--- config.mk ---
export PLATFORM = sky130hd
export DESIGN_NAME = aes_round_ctrl_flat
export DESIGN_NICKNAME = d
export VERILOG_FILES = /design/src/rtl/aes_round_ctrl_if.sv /design/src/rtl/aes_round_ctrl.sv /design/src/flat_wrapper.sv
export SDC_FILE = /design/constraint.sdc
export NUM_CORES = 1
export LEC_CHECK = 0
export CORE_ASPECT_RATIO = 0.9
export CORE_MARGIN = 8
export CORE_UTILIZATION = 34
export CTS_CLUSTER_DIAMETER = 100
export DETAILED_ROUTE_END_ITERATION = 16
export GPL_TIMING_DRIVEN = 0
export SYNTH_ARGS = -nofsm -noshare
export SYNTH_HDL_FRONTEND = slang
export SYNTH_SLANG_ARGS = --single-unit
--- constraint.sdc ---
create_clock -name clk -period 1.6 [get_ports clk]
set_input_delay 0.32 -clock clk [delete_from_list [all_inputs] [get_ports clk]]
set_output_delay 0.32 -clock clk [all_outputs]
set_load 0.02 [all_outputs]
--- src/rtl/aes_round_ctrl_if.sv ---
// Handshake and datapath-control bundle between the AES round sequencer and
// the block around it (byte-state matrix, round datapath, block I/O).
// master: the sequencer side. slave: the matrix/datapath/host side.
//
// Ports carried:
//   start, in_valid, out_ready        host -> sequencer
//   in_ready, out_valid, busy, done   sequencer -> host
//   mat_we, mat_in_idx, mat_in_rc     matrix write control
//   mat_out_idx, mat_out_rc           matrix read control
//   dp_sel, rot_amt, mix_en           round datapath selects
//   round, key_col                    round-key word selection
interface aes_round_ctrl_if;
  logic       start;
  logic       in_valid;
  logic       in_ready;
  logic       out_valid;
  logic       out_ready;
  logic       busy;
  logic       done;
  logic       mat_we;
  logic [1:0] mat_in_idx;
  logic       mat_in_rc;
  logic [1:0] mat_out_idx;
  logic       mat_out_rc;
  logic [1:0] dp_sel;
  logic [1:0] rot_amt;
  logic       mix_en;
  logic [3:0] round;
  logic [1:0] key_col;

  modport master (
    input  start,
    input  in_valid,
    input  out_ready,
    output in_ready,
    output out_valid,
    output busy,
    output done,
    output mat_we,
    output mat_in_idx,
    output mat_in_rc,
    output mat_out_idx,
    output mat_out_rc,
    output dp_sel,
    output rot_amt,
    output mix_en,
    output round,
    output key_col
  );

  modport slave (
    output start,
    output in_valid,
    output out_ready,
    input  in_ready,
    input  out_valid,
    input  busy,
    input  done,
    input  mat_we,
    input  mat_in_idx,
    input  mat_in_rc,
    input  mat_out_idx,
    input  mat_out_rc,
    input  dp_sel,
    input  rot_amt,
    input  mix_en,
    input  round,
    input  key_col
  );
endinterface

--- src/rtl/aes_round_ctrl.sv ---
// AES-128 round sequencer: loads 4 plaintext columns into the byte-state
// matrix, runs ARK0 plus NUM_ROUNDS rounds as row/column read-modify-write
// passes, then presents the 4 ciphertext columns on the matrix read port.
// Latency: first out_valid 4 + 8*NUM_ROUNDS cycles after the first ARK0 cycle.
// Backpressure: input beats are taken only on in_valid (idx holds on gaps);
// OUT holds idx and every output while out_ready is low.
//
// Ports:
//   clk, reset_n   clock, asynchronous active-low reset
//   bus (master)   start/in_valid/in_ready, out_valid/out_ready, busy, done,
//                  matrix index/orientation/write controls, datapath selects
//                  (dp_sel, rot_amt, mix_en), round and key_col for key lookup.
//
// NUM_ROUNDS must lie in 2..15 (round is a 4-bit count).
module aes_round_ctrl #(
  parameter int NUM_ROUNDS = 10
) (
  input logic              clk,
  input logic              reset_n,
  aes_round_ctrl_if.master bus
);

  localparam logic [3:0] LAST_ROUND = 4'(NUM_ROUNDS);

  // Write-data mux encodings for dp_sel.
  localparam logic [1:0] DP_EXT   = 2'd0;
  localparam logic [1:0] DP_SUBSH = 2'd1;
  localparam logic [1:0] DP_MIXARK = 2'd2;

  typedef enum logic [2:0] {
    S_IDLE   = 3'd0,
    S_LOAD   = 3'd1,
    S_ARK0   = 3'd2,
    S_SUBSH  = 3'd3,
    S_MIXARK = 3'd4,
    S_OUT    = 3'd5
  } state_t;

  state_t     state_q, state_d;
  logic [1:0] idx_q, idx_d;
  logic [3:0] round_q, round_d;
  logic       done_q, done_d;

  // Combinational outputs, mirrored onto the interface below.
  logic       in_ready;
  logic       out_valid;
  logic       mat_we;
  logic [1:0] mat_in_idx;
  logic       mat_in_rc;
  logic [1:0] mat_out_idx;
  logic       mat_out_rc;
  logic [1:0] dp_sel;
  logic [1:0] rot_amt;
  logic       mix_en;
  logic [1:0] key_col;

  logic       last_idx;
  logic       in_fire;
  logic       out_fire;

  assign last_idx = (idx_q == 2'd3);
  // Accept conditions use the state directly so they do not loop through
  // the combinational output process.
  assign in_fire  = (state_q == S_LOAD) && bus.in_valid;
  assign out_fire = (state_q == S_OUT) && bus.out_ready;

  always_ff @(posedge clk or negedge reset_n) begin
    if (!reset_n) begin
      state_q <= S_IDLE;
      idx_q   <= 2'd0;
      round_q <= 4'd0;
      done_q  <= 1'b0;
    end else begin
      state_q <= state_d;
      idx_q   <= idx_d;
      round_q <= round_d;
      done_q  <= done_d;
    end
  end

  always_comb begin
    state_d     = state_q;
    idx_d       = idx_q;
    round_d     = round_q;
    done_d      = 1'b0;
    in_ready    = 1'b0;
    out_valid   = 1'b0;
    mat_we      = 1'b0;
    mat_in_idx  = 2'd0;
    mat_in_rc   = 1'b0;
    mat_out_idx = 2'd0;
    mat_out_rc  = 1'b0;
    dp_sel      = DP_EXT;
    rot_amt     = 2'd0;
    mix_en      = 1'b0;
    key_col     = 2'd0;

    unique case (state_q)
      S_IDLE: begin
        if (bus.start) begin
          state_d = S_LOAD;
          idx_d   = 2'd0;
          round_d = 4'd0;
        end
      end

      S_LOAD: begin
        in_ready = 1'b1;
        if (in_fire) begin
          mat_we     = 1'b1;
          mat_in_rc  = 1'b1;
          mat_in_idx = idx_q;
          dp_sel     = DP_EXT;
          if (last_idx) begin
            state_d = S_ARK0;
            idx_d   = 2'd0;
          end else begin
            idx_d = idx_q + 2'd1;
          end
        end
      end

      // Initial key whitening: column RMW, no MixColumns, round key 0.
      S_ARK0: begin
        mat_we      = 1'b1;
        mat_in_rc   = 1'b1;
        mat_out_rc  = 1'b1;
        mat_in_idx  = idx_q;
        mat_out_idx = idx_q;
        dp_sel      = DP_MIXARK;
        key_col     = idx_q;
        if (last_idx) begin
          state_d = S_SUBSH;
          idx_d   = 2'd0;
          round_d = 4'd1;
        end else begin
          idx_d = idx_q + 2'd1;
        end
      end

      // SubBytes and ShiftRows fused as a row RMW: row r rotates left by r.
      S_SUBSH: begin
        mat_we      = 1'b1;
        mat_in_rc   = 1'b0;
        mat_out_rc  = 1'b0;
        mat_in_idx  = idx_q;
        mat_out_idx = idx_q;
        dp_sel      = DP_SUBSH;
        rot_amt     = idx_q;
        if (last_idx) begin
          state_d = S_MIXARK;
          idx_d   = 2'd0;
        end else begin
          idx_d = idx_q + 2'd1;
        end
      end

      // MixColumns and AddRoundKey fused as a column RMW; the final round
      // bypasses MixColumns.
      S_MIXARK: begin
        mat_we      = 1'b1;
        mat_in_rc   = 1'b1;
        mat_out_rc  = 1'b1;
        mat_in_idx  = idx_q;
        mat_out_idx = idx_q;
        dp_sel      = DP_MIXARK;
        key_col     = idx_q;
        mix_en      = (round_q < LAST_ROUND);
        if (last_idx) begin
          idx_d = 2'd0;
          if (round_q == LAST_ROUND) begin
            state_d = S_OUT;
          end else begin
            state_d = S_SUBSH;
            round_d = round_q + 4'd1;
          end
        end else begin
          idx_d = idx_q + 2'd1;
        end
      end

      // Ciphertext columns come straight off the matrix read port.
      S_OUT: begin
        out_valid   = 1'b1;
        mat_out_rc  = 1'b1;
        mat_out_idx = idx_q;
        if (out_fire) begin
          if (last_idx) begin
            state_d = S_IDLE;
            idx_d   = 2'd0;
            round_d = 4'd0;
            done_d  = 1'b1;
          end else begin
            idx_d = idx_q + 2'd1;
          end
        end
      end

      default: begin
        state_d = S_IDLE;
        idx_d   = 2'd0;
        round_d = 4'd0;
      end
    endcase
  end

  assign bus.in_ready    = in_ready;
  assign bus.out_valid   = out_valid;
  assign bus.busy        = (state_q != S_IDLE);
  assign bus.done        = done_q;
  assign bus.mat_we      = mat_we;
  assign bus.mat_in_idx  = mat_in_idx;
  assign bus.mat_in_rc   = mat_in_rc;
  assign bus.mat_out_idx = mat_out_idx;
  assign bus.mat_out_rc  = mat_out_rc;
  assign bus.dp_sel      = dp_sel;
  assign bus.rot_amt     = rot_amt;
  assign bus.mix_en      = mix_en;
  assign bus.round       = round_q;
  assign bus.key_col     = key_col;

endmodule
--- src/flat_wrapper.sv ---
// flat-port wrapper written by rule: the top's interface ports become plain ports
module aes_round_ctrl_flat 
#(
  parameter int NUM_ROUNDS = 10
)
  (clk, reset_n, bus_start, bus_in_valid, bus_out_ready, bus_in_ready, bus_out_valid, bus_busy, bus_done, bus_mat_we, bus_mat_in_idx, bus_mat_in_rc, bus_mat_out_idx, bus_mat_out_rc, bus_dp_sel, bus_rot_amt, bus_mix_en, bus_round, bus_key_col);
  aes_round_ctrl_if bus_i ();
  input logic clk;
  input logic reset_n;
  input wire logic [$bits(bus_i.start)-1:0] bus_start;
  input wire logic [$bits(bus_i.in_valid)-1:0] bus_in_valid;
  input wire logic [$bits(bus_i.out_ready)-1:0] bus_out_ready;
  output wire logic [$bits(bus_i.in_ready)-1:0] bus_in_ready;
  output wire logic [$bits(bus_i.out_valid)-1:0] bus_out_valid;
  output wire logic [$bits(bus_i.busy)-1:0] bus_busy;
  output wire logic [$bits(bus_i.done)-1:0] bus_done;
  output wire logic [$bits(bus_i.mat_we)-1:0] bus_mat_we;
  output wire logic [$bits(bus_i.mat_in_idx)-1:0] bus_mat_in_idx;
  output wire logic [$bits(bus_i.mat_in_rc)-1:0] bus_mat_in_rc;
  output wire logic [$bits(bus_i.mat_out_idx)-1:0] bus_mat_out_idx;
  output wire logic [$bits(bus_i.mat_out_rc)-1:0] bus_mat_out_rc;
  output wire logic [$bits(bus_i.dp_sel)-1:0] bus_dp_sel;
  output wire logic [$bits(bus_i.rot_amt)-1:0] bus_rot_amt;
  output wire logic [$bits(bus_i.mix_en)-1:0] bus_mix_en;
  output wire logic [$bits(bus_i.round)-1:0] bus_round;
  output wire logic [$bits(bus_i.key_col)-1:0] bus_key_col;
  assign bus_i.start = bus_start;
  assign bus_i.in_valid = bus_in_valid;
  assign bus_i.out_ready = bus_out_ready;
  assign bus_in_ready = bus_i.in_ready;
  assign bus_out_valid = bus_i.out_valid;
  assign bus_busy = bus_i.busy;
  assign bus_done = bus_i.done;
  assign bus_mat_we = bus_i.mat_we;
  assign bus_mat_in_idx = bus_i.mat_in_idx;
  assign bus_mat_in_rc = bus_i.mat_in_rc;
  assign bus_mat_out_idx = bus_i.mat_out_idx;
  assign bus_mat_out_rc = bus_i.mat_out_rc;
  assign bus_dp_sel = bus_i.dp_sel;
  assign bus_rot_amt = bus_i.rot_amt;
  assign bus_mix_en = bus_i.mix_en;
  assign bus_round = bus_i.round;
  assign bus_key_col = bus_i.key_col;
  aes_round_ctrl #(.NUM_ROUNDS(NUM_ROUNDS)) u_core (.clk(clk), .reset_n(reset_n), .bus(bus_i));
endmodule
# Word level (Yosys, flattened, before mapping)
# Index checks and enable logic that the tools add are counted.
[word_totals]
reg_bits = 10
input_bits = 5
output_inout_bits = 22
wordCells = 74
[op_classes]
addsub = 2
magnitude_cmp = 1
eq_ne = 16
n_mux = 38
n_bitwise = 1
n_reduce_logical = 12
[ops]
columns = ["operator", "count"]
rows = [
  ["3-bit 2-to-1 mux", 9],
  ["4-bit 2-to-1 mux", 6],
  ["4-bit one-hot mux with 5 select lines", 1],
  ["3-bit one-hot mux with 6 select lines", 1],
  ["2-bit 2-to-1 mux", 8],
  ["2-bit by 1-bit != test with 1-bit output (second input constant)", 7],
  ["1-bit 2-to-1 mux", 8],
  ["2-bit one-hot mux with 2 select lines", 2],
  ["2-bit one-hot mux with 4 select lines", 1],
  ["8-bit AND reduction", 1],
  ["7-bit AND reduction", 1],
  ["3-bit by 2-bit equality test with 1-bit output (second input constant)", 2],
  ["3-bit equality test (second input constant)", 2],
  ["3-bit OR reduction", 2],
  ["4-bit by 1-bit adder with 4-bit output (second input constant)", 1],
  ["4-bit equality test (second input constant)", 1],
  ["4-bit less-than comparator (second input constant)", 1],
  ["2-bit != test (second input constant)", 2],
  ["1-bit one-hot mux with 2 select lines", 2],
  ["2-bit OR reduction", 2],
  ["4-bit OR reduction", 1],
  ["3-bit by 1-bit equality test with 1-bit output (second input constant)", 1],
  ["3-bit zero test", 1],
  ["3-bit AND reduction", 1],
  ["other kinds (5)", 6],
]

# Depth between registers and ports, before layout
[depth]
word_depth = 4
ltp_mapped = 6

# Worst setup path after synthesis
# OpenSTA, ideal clock, no wires.
[synth_path]
path_type = "reg2out"
start = "register u_core.state_q[2]"
end = "output port bus_mat_in_idx[0]"
arrival_ns = 1.577
path_slack_ns = -0.297
path_stages_with_launch = 5
n_path_buf = 2
path_cell_list = "dfrtp_1 buf_6 buf_2 o21ai_0 and2_1"
[synth_via]
elab_chain_cells = 4
[synth_rtl]
columns = ["element", "line_no", "source"]
rows = [
  ["from (decl)", "aes_round_ctrl.sv:39", "state_t state_q, state_d;"],
  ["from (signal assigned)", "aes_round_ctrl.sv:74", "state_q <= state_d;"],
  ["3-bit by 1-bit equality test with 1-bit output", "aes_round_ctrl.sv:64, aes_round_ctrl.sv:98", ""],
  ["1-bit logical AND", "aes_round_ctrl.sv:64", "assign in_fire = (state_q == S_LOAD) && bus.in_valid;"],
  ["2-bit 2-to-1 mux", "aes_round_ctrl.sv:109", "if (in_fire) begin"],
  ["2-bit one-hot mux with 2 select lines *", "aes_round_ctrl.sv:98", "unique case (state_q)"],
  ["to (decl)", "flat_wrapper.sv:18", "output wire logic [$bits(bus_i.mat_in_idx)-1:0] bus_mat_in_idx;"],
]
# Every way passes the cells marked *; elsewhere a longest branch is shown, timed or not.

# Final worst setup path
[layout_path]
start = "register u_core.state_q[1]"
end = "output port bus_mat_in_idx[1]"
# The elaborated chain is that of the path after synthesis.

==> impl_results.md <==
- Failing checks: negative setup slack
- Synthesized net count: 99
- Delay-heaviest family, CP: simple AND/OR/NAND/NOR gates
- H-Tree Depth: 1
- Post-Synth Adder-Cell Area: 0.0477
- Crit. End Element: primary output
- Simple logic cell fraction of the synthesized area: 0.261
- Clk_lat worst skew: 0.27 ns
- Initial DRC count: 33
- Die height: 61.6 um
- Power per cell area: 2040 mW/mm^2
- Kind of critical path: reg -> out
- Die extent in x: 66.7 um
- Placer congestion estimate: 0.872
- CTS tree: yes
- Final worst-path cycle share: 1.16
- Port Buffer Count: 26
- Worst vdd ir: 1.16 mV
- First-pass GRT wire length: 3.82 mm
- # DRC: 0
- WL per Instance: 16.7 um
- Largest net degree at the start of global routing: 11
- CP cell instances: or3b_4, o21ai_4, and2_4, buf_6
- P_leak: 0.629 nW
- Unique masters post-synth: 33
- Final setup TNS: -2.74 ns
- Hold crit path type: in -> async
- RSZ-0062 raised after global routing: true
- Final setup margin: -0.254 ns
- RR Startpoint: u_core.state_q[2]$_DFFE_PN0P_
- Slew HR: 0.684
- Data arrival time of the worst path: 1.53 ns
- Average size of a mapped cell: 8.65 um^2
- YS warnings: 0
- Finished Layout Cells: 165
- Area share of xor/xnor cells in the synthesized design: 0
- Reg-to-Reg End: u_core.idx_q[0]$_DFFE_PN0P_
- Grt total ovfl: 0
- Final ANT Viol Nets: 0
- Total CTS buffers: 3
- Fin. max-slew vios: 0
- Gate count of the mapped netlist: 91
- Critical Path RT: 1.28 ns
- Cells after DPL: 144
- Antenna Cells: 0
- Initial Util: 0.361
- Vias per cell: 5.35
- Post-synthesis mux area share: 0.0525
- Post-synthesis sequential area ratio: 0.318
- Final hold vios: 0
- Drt total wl: 2.75 mm
- Worst-margin pin slew: 0.473 ns
- Complex-gate fraction of the synthesized area: 0.235
- Max frequency: 539 MHz
- # clock sinks: 10
- Layout area overhead: 75.4%
- Fillers: 184
- DP Area: 0.00113 mm^2
- # IOs: 27
- Root Driver: clkbuf_4
- Largest family of logic cells by synthesized area: simple AND/OR/NAND/NOR gates
- All-Layer GR Usage: 0.122
- Post-DP HPWL: 1.82 mm
- Largest stage delay, worst path: 0.46 ns
- Final instance area: 0.00138 mm^2
- Die area: 0.00411 mm^2
- CP max FO: 7
- Buf+Inv Stages, Crit Path: 1
- First drt pass iteration count: 4
- Final setup viols: 20
- Clock slew at reported path FFs: 0.06 ns
- Synth Cell Area: 787 um^2
- FP Rows: 16
- Placeable Area: 0.00218 mm^2
- Vias in the first global route: 733
- Number of max-cap violations: 0
- Initial antenna violation count: 0
- DR vias: 883
- Final Critical Period: 1.85 ns
- Slack of the worst reg-to-reg path: -0.04 ns
- Critical Path Start Type: flop
- Run status: finished with violations
- Worst path slowest cell: dfrtp_2
- Max Clock Skew: 0.00163 ns
- Yosys reg bits: 10
- Overall Power: 0.00282 W
- Max clock buf depth: 2
- Fin nets: 147
- Register-to-Register Path Depth: 6
- Ratio of cells with drive above 1 in the final layout: 0.543
[placed cells by master, fill, tap and decap left out, types with 2 or more instances in the layout]
cell             Yosys  final
nor2_2               0      3
buf_4                0     21
nand3_1              2      2
nand2_1              3      2
buf_6                1     14
o2bb2ai_1            2      2
clkdlybuf4s50_1      0      5
a32oi_1              2      2
nor3b_1              4      2
clkbuf_8             2      3
o21ai_1              0      2
a21oi_1              7      5
mux2i_1              3      3
dfrtp_2              0      3
nor3_2               0      2
dlygate4sd2_1        0      4
ha_1                 3      2
dfrtp_1             10      7
clkbuf_4             0      3
nor2_1              10      7
and2_4               0      4
o21ai_0              9      5
inv_1                5      3
nor3b_2              0      2
[cell type report]
class / instances / area (um^2) / share of cell area
Buffer: 5 / 65.1 / 0.0471
Tap cell: 27 / 33.8 / 0.0245
Inverter: 5 / 22.5 / 0.0163
Multi-Input combinational cell: 71 / 586 / 0.424
Sequential cell: 10 / 254 / 0.184
Clock buffer: 4 / 36.3 / 0.0263
Timing Repair Buffer: 43 / 383 / 0.277
[worst reg2reg max path: stages (launching register included)]
cell      delay [ns]
dfrtp_1         0.39
buf_4           0.14
buf_4           0.13
or3_4           0.33
a21boi_4        0.16
nor3b_1         0.14
mux2_2          0.25
[Yosys cell counts]
library cell	n	area (um^2)
a21boi_0	1	7.51
a21boi_1	1	7.51
a21o_1	1	7.51
a21oi_1	7	35.0
a221o_1	1	10.0
a32oi_1	2	17.5
and2_1	6	37.5
and3_1	1	6.26
and4_1	1	8.76
buf_2	2	10.0
buf_6	1	11.3
clkbuf_8	2	27.5
dfrtp_1	10	250
ha_1	3	37.5
inv_1	5	18.8
mux2_2	1	11.3
mux2i_1	3	30.0
nand2_1	3	11.3
nand3_1	2	10.0
nand3b_1	1	7.51
nand4_1	1	6.26
nor2_1	10	37.5
nor3_1	4	20.0
nor3b_1	4	30.0
o21a_1	1	7.51
o21ai_0	9	45.0
o21bai_1	1	7.51
o22ai_1	1	6.26
o2bb2ai_1	2	17.5
o41ai_2	1	16.3
or2b_1	1	7.51
or3_4	1	11.3
or3b_4	1	11.3
[worst max path at each step]
| stage | from | to | slack [ns] | cells past startpoint |
|---|---|---|---|---|
| after floorplan | u_core.state_q[2]$_DFFE_PN0P_ | bus_mat_in_idx[0] | -0.02 | 4 |
| after global placement | bus_in_valid | bus_mat_in_idx[1] | -0.60 | 5 |
| after detailed placement | bus_in_valid | bus_mat_in_idx[1] | -0.60 | 5 |
| after CTS | u_core.state_q[2]$_DFFE_PN0P_ | bus_key_col[0] | -0.25 | 5 |
| after global routing | u_core.state_q[2]$_DFFE_PN0P_ | bus_key_col[0] | -0.32 | 5 |
| final | u_core.state_q[1]$_DFFE_PN0P_ | bus_mat_in_idx[1] | -0.25 | 4 |
[per-stage QoR]
step                utilization  hold WS [ns]  setup slack [ns]
floorplan                     -        0.0244           -0.0204
global placement          0.519         0.549            -0.602
detailed placement        0.519         0.568            -0.605
CTS                       0.579         0.373            -0.251
global route              0.632         0.414            -0.320
finish                    0.632         0.376            -0.254
[flip-flops by register name, indices dropped and copies added, names as in the netlist]
signal,count
u_core.idx_q,2
u_core.bus.round,4
u_core.state_q,3
u_core.bus.done,1
[what timing repair did]
| action | 4_1_cts | 5_1_grt |
|---|---|---|
| cloned | 1 | 0 |
| gates resized for setup | 106 | 23 |
| buffers inserted | 10 | 6 |
| hold buffers | 0 | 0 |
| setup endpoints to repair | 25 | 22 |
| pin swaps | 4 | 9 |
[layer usage]
layer  vias up  routed length (um)  GRT usage
li1        422                   -          -
met1       432                1230      0.165
met2        25                1390      0.174
met3         4                 104     0.0382
met4         0                  34     0.0517
met5         -                   0          0
[power breakdown]
part	leakage (nW)	switching (W)	total (W)	internal, W
sequential	0.126	0.0000815	0.000418	0.000336
combinational	0.481	0.00110	0.00218	0.00108
clock	0.0210	0.0000856	0.000224	0.000138
[logic make-up after synthesis]
| kind of cell | Yosys count |
|---|---|
| AND/OR/NAND/NOR | 36 |
| adder cells (fa/ha/maj) | 3 |
| multiplexers | 4 |
| buffers and inverters | 10 |
| AO/OA/AOI/OAI | 28 |
| flip-flops | 10 |
Power figures use the tool's default switching activity.
